<file path="config.mk">
export PLATFORM = sky130hd
export DESIGN_NAME = custom_crc6_unit_flat
export DESIGN_NICKNAME = d
export VERILOG_FILES = /design/src/rtl/custom_crc6_unit_if.sv /design/src/rtl/custom_crc6_unit.sv /design/src/flat_wrapper.sv
export SDC_FILE = /design/constraint.sdc
export NUM_CORES = 1
export LEC_CHECK = 0
export ABC_AREA = 1
export CORE_ASPECT_RATIO = 1.75
export CORE_MARGIN = 2
export CORE_UTILIZATION = 41
export DETAILED_ROUTE_END_ITERATION = 6
export GPL_TIMING_DRIVEN = 0
export PLACE_DENSITY = 0.86
export SLEW_MARGIN = 25
export SYNTH_ARGS = -nofsm -noshare
export SYNTH_HDL_FRONTEND = slang
export SYNTH_SLANG_ARGS = --single-unit
</file>
<file path="constraint.sdc">
create_clock -name i_clk -period 3.2 [get_ports i_clk]
set_input_delay 0.48 -clock i_clk [delete_from_list [all_inputs] [get_ports i_clk]]
set_output_delay 0.48 -clock i_clk [all_outputs]
set_load 0.02 [all_outputs]
</file>
<file path="src/rtl/custom_crc6_unit_if.sv">
// ---------------------------------------------------------------------------
// custom_crc6_unit_if
// Issue/result handshake bundle between the decoder, custom_crc6_unit and
// write-back. Signal names are seen from the unit: i_* flow into it, o_*
// flow out of it.
// Revision: 1.0 - initial release
// ---------------------------------------------------------------------------
`default_nettype none

interface custom_crc6_unit_if;
  // issue side
  logic        i_valid;
  logic        o_ready;
  logic [31:0] i_instr;
  logic [31:0] i_rs1;
  logic [31:0] i_rs2;
  logic        i_flush;
  // result side
  logic        o_valid;
  logic        i_ready;
  logic [31:0] o_result;
  logic        o_illegal;
  logic        o_busy;

  // decoder / write-back side
  modport master (
    output i_valid, i_instr, i_rs1, i_rs2, i_flush, i_ready,
    input  o_ready, o_valid, o_result, o_illegal, o_busy
  );

  // execution unit side
  modport slave (
    input  i_valid, i_instr, i_rs1, i_rs2, i_flush, i_ready,
    output o_ready, o_valid, o_result, o_illegal, o_busy
  );
endinterface

`default_nettype wire

</file>
<file path="src/rtl/custom_crc6_unit.sv">
// ---------------------------------------------------------------------------
// custom_crc6_unit
// Multi-cycle CUSTOM0 execution unit: CRC-6 of rs1 seeded by rs2[5:0],
// folding BITS_PER_CYCLE data bits per BUSY cycle. Non-CUSTOM0 encodings
// (funct3/funct7 not all zero) complete in one cycle as illegal.
// Build option: CUSTOM_CRC6_REFIN_EN folds data bits LSB first instead of
// MSB first; the CRC output itself is never reflected.
// Revision: 1.0 - initial release
// ---------------------------------------------------------------------------
`default_nettype none

module custom_crc6_unit #(
  parameter int         BITS_PER_CYCLE = 1,
  parameter logic [5:0] POLY           = 6'h03
) (
  input  wire logic           i_clk,
  input  wire logic           i_rst,
  custom_crc6_unit_if.slave   bus
);

  localparam int N     = 32 / BITS_PER_CYCLE;
  localparam int CNT_W = $clog2(N) + 1;

  typedef enum logic [1:0] {
    IDLE = 2'd0,
    BUSY = 2'd1,
    DONE = 2'd2
  } state_t;

  state_t             state;
  state_t             state_next;
  logic [5:0]         crc;
  logic [31:0]        data_sr;
  logic [CNT_W-1:0]   count;
  logic               illegal;
  logic [5:0]         crc_fold;
  logic [31:0]        data_fold;
  logic               accept;
  logic               legal;
  logic               last_step;
  logic               unused_bits;

  assign accept    = (state == IDLE) && bus.i_valid && !bus.i_flush;
  assign legal     = (bus.i_instr[14:12] == 3'b000) && (bus.i_instr[31:25] == 7'b0000000);
  assign last_step = (count == CNT_W'(N - 1));

  // Operand fields the unit never looks at (register indices, opcode, seed MSBs).
  assign unused_bits = ^{bus.i_instr[24:15], bus.i_instr[11:0], bus.i_rs2[31:6]};

  // Fold BITS_PER_CYCLE data bits into the CRC, one bit at a time.
  always_comb begin
    logic b;
    logic fb;
    crc_fold  = crc;
    data_fold = data_sr;
    b         = 1'b0;
    fb        = 1'b0;
    for (int i = 0; i < BITS_PER_CYCLE; i++) begin
`ifdef CUSTOM_CRC6_REFIN_EN
      b         = data_fold[0];
      data_fold = {1'b0, data_fold[31:1]};
`else
      b         = data_fold[31];
      data_fold = {data_fold[30:0], 1'b0};
`endif
      fb       = crc_fold[5] ^ b;
      crc_fold = {crc_fold[4:0], 1'b0} ^ (fb ? POLY : 6'd0);
    end
  end

  // Next-state decode; flush always returns to IDLE and wins over an accept.
  always_comb begin
    state_next = state;
    if (bus.i_flush) begin
      state_next = IDLE;
    end else begin
      case (state)
        IDLE:    if (bus.i_valid) state_next = legal ? BUSY : DONE;
        BUSY:    if (last_step)   state_next = DONE;
        DONE:    if (bus.i_ready) state_next = IDLE;
        default: state_next = IDLE;
      endcase
    end
  end

  // State register and datapath: capture on accept, fold while BUSY.
  always_ff @(posedge i_clk) begin
    if (i_rst) begin
      state   <= IDLE;
      crc     <= 6'd0;
      data_sr <= 32'd0;
      count   <= '0;
      illegal <= 1'b0;
    end else begin
      state <= state_next;
      if (accept) begin
        data_sr <= bus.i_rs1;
        count   <= '0;
        if (legal) begin
          crc     <= bus.i_rs2[5:0];
          illegal <= 1'b0;
        end else begin
          crc     <= 6'd0;
          illegal <= 1'b1;
        end
      end else if ((state == BUSY) && !bus.i_flush) begin
        crc     <= crc_fold;
        data_sr <= data_fold;
        count   <= count + CNT_W'(1);
      end
    end
  end

  // All outputs decode registered state only.
  assign bus.o_ready   = (state == IDLE);
  assign bus.o_valid   = (state == DONE);
  assign bus.o_busy    = (state != IDLE);
  assign bus.o_illegal = illegal;
  assign bus.o_result  = {26'd0, crc};

endmodule

`default_nettype wire

</file>
<file path="src/flat_wrapper.sv">
// flat-port wrapper written by rule: the top's interface ports become plain ports
module custom_crc6_unit_flat 
#(
  parameter int         BITS_PER_CYCLE = 1,
  parameter logic [5:0] POLY           = 6'h03
)
  (i_clk, i_rst, bus_i_valid, bus_i_instr, bus_i_rs1, bus_i_rs2, bus_i_flush, bus_i_ready, bus_o_ready, bus_o_valid, bus_o_result, bus_o_illegal, bus_o_busy);
  custom_crc6_unit_if bus_i ();
  input  wire logic i_clk;
  input  wire logic i_rst;
  input wire logic [$bits(bus_i.i_valid)-1:0] bus_i_valid;
  input wire logic [$bits(bus_i.i_instr)-1:0] bus_i_instr;
  input wire logic [$bits(bus_i.i_rs1)-1:0] bus_i_rs1;
  input wire logic [$bits(bus_i.i_rs2)-1:0] bus_i_rs2;
  input wire logic [$bits(bus_i.i_flush)-1:0] bus_i_flush;
  input wire logic [$bits(bus_i.i_ready)-1:0] bus_i_ready;
  output wire logic [$bits(bus_i.o_ready)-1:0] bus_o_ready;
  output wire logic [$bits(bus_i.o_valid)-1:0] bus_o_valid;
  output wire logic [$bits(bus_i.o_result)-1:0] bus_o_result;
  output wire logic [$bits(bus_i.o_illegal)-1:0] bus_o_illegal;
  output wire logic [$bits(bus_i.o_busy)-1:0] bus_o_busy;
  assign bus_i.i_valid = bus_i_valid;
  assign bus_i.i_instr = bus_i_instr;
  assign bus_i.i_rs1 = bus_i_rs1;
  assign bus_i.i_rs2 = bus_i_rs2;
  assign bus_i.i_flush = bus_i_flush;
  assign bus_i.i_ready = bus_i_ready;
  assign bus_o_ready = bus_i.o_ready;
  assign bus_o_valid = bus_i.o_valid;
  assign bus_o_result = bus_i.o_result;
  assign bus_o_illegal = bus_i.o_illegal;
  assign bus_o_busy = bus_i.o_busy;
  custom_crc6_unit #(.BITS_PER_CYCLE(BITS_PER_CYCLE), .POLY(POLY)) u_core (.i_clk(i_clk), .i_rst(i_rst), .bus(bus_i));
endmodule
</file>
==> metrics, run 1 <==
Worst Setup Path Type flop to output pin; area of the core between 0.005 and 0.006 sq mm; Fin. Hold Viols 0; first-pass GRT wire length 9.07 mm; sequential fraction of the synthesis area 40.0%; non-filler cells, final 511; yosys warns 0; Post-synth EDFFs 0; Min-Delay Path Class flop to flop; 1st-iter DRT viols between 60 and 70; status finished clean; Max Cap Viol 0; FF+latch count, synth 47; routability cong. between 0.7 and 0.8; Worst EP arrival 1.45 ns; top post-synthesis cells by area dfxtp_1 (40%), nand2_1 (18%), buf_4 (8.9%); Total GRT Usage 18.2%; final worst path period share between 60% and 70%; ANT cells 0; Synth area leader dfxtp_1; Post-Synthesis Cell Area 0.00235 sq mm; maximum vdd ir drop 0.287 mV; # clock sinks 47; Final ANT Viol Nets 0; Period minus WS final between 1.5 and 2 ns; most common cell in the synthesized netlist nand2_1; cts hold-fix bufs 0; FFs w/ async S/R, synth 0%; Critical Path Source Type flop; antenna violations before repair 0; post-cts repair resize count 0; Crit. End Element output pin; die area 0.00638 sq mm; Die X about 61 microns; fraction of layout instances using a drive strength above 1 12.2%; area grow syn2layout 37.9%; Layout fillers 533; Leakage between 0.001 and 0.0015 uW; Worst-Skew Late Latency 0.30 ns; CTS tree built; number of remaining DRC errors 0; CTS H-tree depth 2; Commonest cells post-synth nand2_1 (115), dfxtp_1 (47), buf_4 (28); vias per inst 4.68; Clock Pin Slew Worst Setup and Hold Paths 0.08 ns; placed cells 503; drt total wl 5.42 mm; Site Rows 36; grt total ovfl 0; cell area power density 386 mW/mm^2; Synth Flop Type dfxtp_1; Pwr Total 1250 uW; RSZ-0062 raised after global routing false; Avg Inst Size Synth 6.91 sq um; vias after detailed routing about 2.4k; Post-Syn Instances between 300 and 400; register area about 940 sq um; worst path required time 2.72 ns; largest net degree at the start of global routing 14; CTS root buf clkbuf_8; number of CTS-inserted buffers 5; post-CTS setup buffers 0; fmax about 520 MHz; PortBufs just over 60; worst-path maximum fanout 4; Sum Neg Setup Slack 0 ns; top cell type's share of synthesized area 40.0%; placed wire-length estimate 4.28 mm; Synth cell types 25; effective utilization at floorplan 42.4%; fin. max-slew vios 0; clk_skew 0.00435 ns; nets@finish 536; Setup-failing EPs final 0; Routed wire per std cell 10.6 microns; # IOs about 140; CTS max path bufs 2; area of the multi-input gates 0.00108 sq mm; Die Ht 104 microns; vias in the first global route 2320; drt pass-1 iters 4
==> per-layer routing <==
metal	share of wire, %	track usage [%]
met2	54	34.0
met5	0	0
met3	8.3	3.73
met1	36	17.3
met4	1.9	8.54
==> registers in the layout (all words and copies together) (netlist names) <==
name / flops
u_core.bus.o_illegal: 1
u_core.state: 2
u_core.data_sr: 32
u_core.count: 6
u_core.crc: 6
==> placed cells by master, fill, tap and decap left out <==
cell type,netlist,final
a21oi_1,12,12
inv_1,27,27
o21ai_1,1,1
a31oi_1,27,27
xnor2_1,1,1
clkbuf_1,5,7
ha_1,1,1
nand2_2,2,2
inv_2,4,4
inv_4,1,1
dfxtp_1,47,47
nand3_1,9,9
o21ai_0,18,18
nand2_1,115,115
or2_1,1,1
buf_6,4,4
buf_2,5,5
conb_1,1,26
o21bai_1,1,1
clkinv_2,0,1
buf_4,28,28
or2_2,2,2
nor2_1,23,23
clkdlybuf4s50_1,0,62
o211ai_1,2,2
nand3b_1,2,2
clkbuf_8,0,5
nor2_2,1,1
==> logic make-up (layout without fill, tap and decap cells) <==
group,after synthesis,after routing,synth area share (%)
xor gates and xnor gates,1,1,0.373
other,1,26,0.160
buffers and inverters,74,144,17.9
and+or+nand+nor,155,155,26.2
adders and majority gates,1,1,0.532
DFF,47,47,40.0
AOI/OAI and AO/OA,61,61,14.7
==> per-stage QoR <==
| step | area [sq um] | utilization (%) | hold slack (ns) | setup slack, ns |
|---|---|---|---|---|
| global route | 3240 | 58.5 | 0.469 | 1.19 |
| floorplan | 2440 | - | 0.424 | 1.85 |
| detailed placement | 3160 | 57.0 | 0.444 | 1.09 |
| finish | 3240 | 58.5 | 0.453 | 1.27 |
| global placement | 3160 | 57.0 | 0.439 | 1.14 |
| CTS | 3240 | 58.5 | 0.456 | 1.25 |
==> final timing paths <==
kind / depth (start not counted) / startpoint / to / slack (ns)
hold reg to reg: 1 / u_core.state[1]$_SDFFE_PP0P_ / u_core.state[1]$_SDFFE_PP0P_ / 0.45
hold / removal: 1 / u_core.state[1]$_SDFFE_PP0P_ / u_core.state[1]$_SDFFE_PP0P_ / 0.45
setup reg to reg: 6 / u_core.state[1]$_SDFFE_PP0P_ / u_core.data_sr[28]$_SDFFE_PP0P_ / 1.71
setup / recovery: 3 / u_core.state[1]$_SDFFE_PP0P_ / bus_o_valid / 1.27
==> report_power, final <==
| group | leakage [uW] | internal [uW] | switching (uW) | total [uW] |
|---|---|---|---|---|
| Combinational | 0.000946 | 140 | 134 | 275 |
| Clock | 0.0000422 | 154 | 192 | 346 |
| Sequential | 0.000383 | 615 | 17.5 | 632 |
==> final cells by class <==
| cell class | instances | share of cell area (%) |
|---|---|---|
| multi-input cells | 244 | 33.4 |
| flip-flops and latches | 47 | 29.0 |
| repair buffers | 62 | 19.2 |
| plain buffers | 42 | 9.23 |
| inverters | 32 | 3.78 |
| well taps | 76 | 2.93 |
| clock buffers | 7 | 2.36 |
| clock inverters | 1 | 0.154 |
==> critical path, cell delays in order (launching register included) <==
cell and delay [ns]:
dfxtp_1 0.35, inv_2 0.06, nor2_1 0.12, clkdlybuf4s50_1 0.62
Note: power is estimated with default switching activity, not from simulation.
==> run 2, diff against run 1 <==
CORE_UTILIZATION = 38   (was 41)
PLACE_DENSITY = 0.81   (was 0.86)
clock period = 1.8 ns   (was 3.2 ns; I/O delays follow)
==> metrics, run 2 (synthesis results as in run 1) <==
status finished clean; CTS H-tree depth 2 (unchanged); Hold Path Origin u_core.state[1]$_SDFFE_PP0P_; DP Worst Slack -0.0914 ns (-1.18 ns); Net Sw Frac 25.1% (-2.3 points); clk_skew 0.0110 ns (+0.00660 ns); effective utilization at floorplan 39.7% (-2.8 points); Leakage 0.00141 uW (+2.8%); cts hold-fix bufs 0 (unchanged); vias in the first global route 2400 (+3.4%); worst path required time 1.53 ns (-1.19 ns); commonest non-fill, non-tap cell in the layout nand2_1; Site Rows 37 (+2.8%); Worst-Skew Late Latency 0.31 ns (about the same); CTS root buf clkbuf_8; Die X 63.4 microns (+3.6%); P_sw 636 uW (+85%); placed cell areas 0.00316 sq mm (about the same); post-CTS setup buffers 0 (unchanged); first-pass GRT wire length 10.0 mm (+11%); internal power 1900 uW (+110%); 1st-iter DRT viols 99 (+52%); Worst EP arrival 1.45 ns (about the same); die area 0.00685 sq mm (+7.5%); Gate power share 19.4% (-2.5 points); Total GRT Usage 17.7% (-0.49 points); Die Ht 108 microns (+3.7%); Clock power frac 36.2% (+8.6 points); number of remaining DRC errors 0 (unchanged); crit path from u_core.state[0]$_SDFFE_PP0P_; grt total ovfl 0 (unchanged); maximum vdd ir drop 0.483 mV (+68%); cell area power density 767 mW/mm^2 (+99%); Routed wire per std cell 10.8 microns (+1.3%); Reg-to-Reg Start u_core.state[0]$_SDFFE_PP0P_; Core Util, Final 55.7% (-2.8 points); ANT cells 0 (unchanged); worst-path maximum fanout 4 (unchanged); area grow syn2layout 40.5%; Max Cap Viol 0 (unchanged); antenna violations before repair 0 (unchanged); fmax between 500 and 600 MHz; Critical Path Source Type flop; final worst slack 0.0765 ns (-1.19 ns); Clock Pin Slew Worst Setup and Hold Paths 0.08 ns (about the same); worst path cell trace inv_2, nand2_2, inv_2, clkdlybuf4s50_1; # clock sinks 47 (unchanged); Fin. Hold Viols 0 (unchanged); Worst Setup Path Type flop to output pin; RSZ-0062 raised after global routing false; slowest stage delay, CP 0.60 ns (-0.02 ns); Most common cell on crit path inv_2; routability cong. 0.801 (+0.10%); largest net degree at the start of global routing 16 (+2); Final ANT Viol Nets 0 (unchanged); Largest regs u_core.data_sr x32, u_core.count x6, u_core.crc x6; slowest library cell on the worst path clkdlybuf4s50_1; non-filler cells, final 513 (+0.39%); max reg flops 32 (unchanged); placed cells 505 (+0.40%); Crit. End Element output pin; vias after detailed routing 2386 (-0.17%); Period minus WS final 1.72 ns; CTS tree built; final instance area 0.00330 sq mm (+1.9%); # IOs 137 (unchanged); final worst path period share 95.8%; Min-Delay Path Class flop to flop; sequential power share 44.4% (-6.1 points); Setup-failing EPs final 0 (unchanged); PortBufs 62 (unchanged); CTS max path bufs 2 (unchanged); fin. max-slew vios 0 (unchanged); highest-count cells in the layout ignoring fill and taps nand2_1 (115), clkdlybuf4s50_1 (61), dfxtp_1 (47), buf_4 (28); number of CTS-inserted buffers 5 (unchanged); drt pass-1 iters 6 (+2); Reg with most FFs u_core.data_sr; fraction of layout instances using a drive strength above 1 12.6% (+0.46 points); placed wire-length estimate 4.26 mm (-0.47%); nets@finish 536 (unchanged); vias per inst 4.65 (-0.56%); area of the core 0.00593 sq mm (+7.0%); Hold Slack 0.449 ns (-0.00414 ns); drt total wl 5.52 mm (+1.7%)
-- run 2: cell count changes in the layout (fill, tap and decap cells not counted), sizes merged --
cell,before,now
bufinv,0,2
clkdlybuf4s50,62,61
dlymetal6s2s,0,1
clkbuf,12,10
clkinv,1,0
clkinvlp,0,1
-- run 2: cell type report --
cell class | instances | area [sq um]
multi-input cells | 244 | 1080
inverters | 32 | 123
flip-flops and latches | 47 | 941
fillers | 585 | 2630
plain buffers | 42 | 299
clock inverters | 3 | 67.6
repair buffers | 62 | 623
clock buffers | 5 | 68.8
well taps | 78 | 97.6
-- run 2: metal layers --
| layer | vias up | part of all wire (%) | wire length [microns] | global-route usage, % |
|---|---|---|---|---|
| met5 | - | 0 | 0 | 0 |
| met3 | 8 | 7.1 | 393 | 3.33 |
| li1 | 1214 | - | - | - |
| met1 | 1070 | 39 | 2150 | 18.6 |
| met4 | 0 | 1.6 | 91 | 6.37 |
| met2 | 94 | 52 | 2880 | 34.1 |
-- run 2: path summary, 6_finish.rpt --
check	cells past startpoint	slack [ns]	endpoint
min	1	0.45	u_core.state[1]$_SDFFE_PP0P_
max	4	0.08	bus_o_ready
min reg2reg	1	0.45	u_core.state[1]$_SDFFE_PP0P_
max reg2reg	6	0.32	u_core.count[2]$_SDFFE_PP0P_
-- run 2: critical path: cells and delay by family (launching register included) --
family	cells	cell delay, ns
buffers and inverters	3	0.74
AND/OR/NAND/NOR	1	0.06
flip-flops	1	0.35
-- run 2: power groups by stage --
stage | registers (uW) | clock network (uW) | logic (uW)
2_1_floorplan | 1160 | 0 | 278
3_3_place_gp | 1150 | 0 | 481
3_5_place_dp | 1150 | 0 | 488
4_1_cts | 1120 | 922 | 491
5_1_grt | 1130 | 974 | 543
6_report | 1120 | 918 | 491
-- run 2: what timing repair did --
| item | 4_1_cts | 5_1_grt |
|---|---|---|
| hold endpoints to repair | 0 | 0 |
| resized for setup | 0 | 1 |
| setup endpoints to repair | 0 | 1 |
-- run 2: metrics by stage --
stage | setup TNS (ns) | total power (uW)
3_3_place_gp | -0.728 | 1630
3_5_place_dp | -1.10 | 1640
5_1_grt | 0 | 2650
6_report | 0 | 2530
2_1_floorplan | 0 | 1430
4_1_cts | 0 | 2540
==> run 3, diff against run 2 <==
CTS_CLUSTER_DIAMETER = 40   (was not set)
==> results of run 3 <==
Final layout, timing and power as in run 2 (identical DEF).
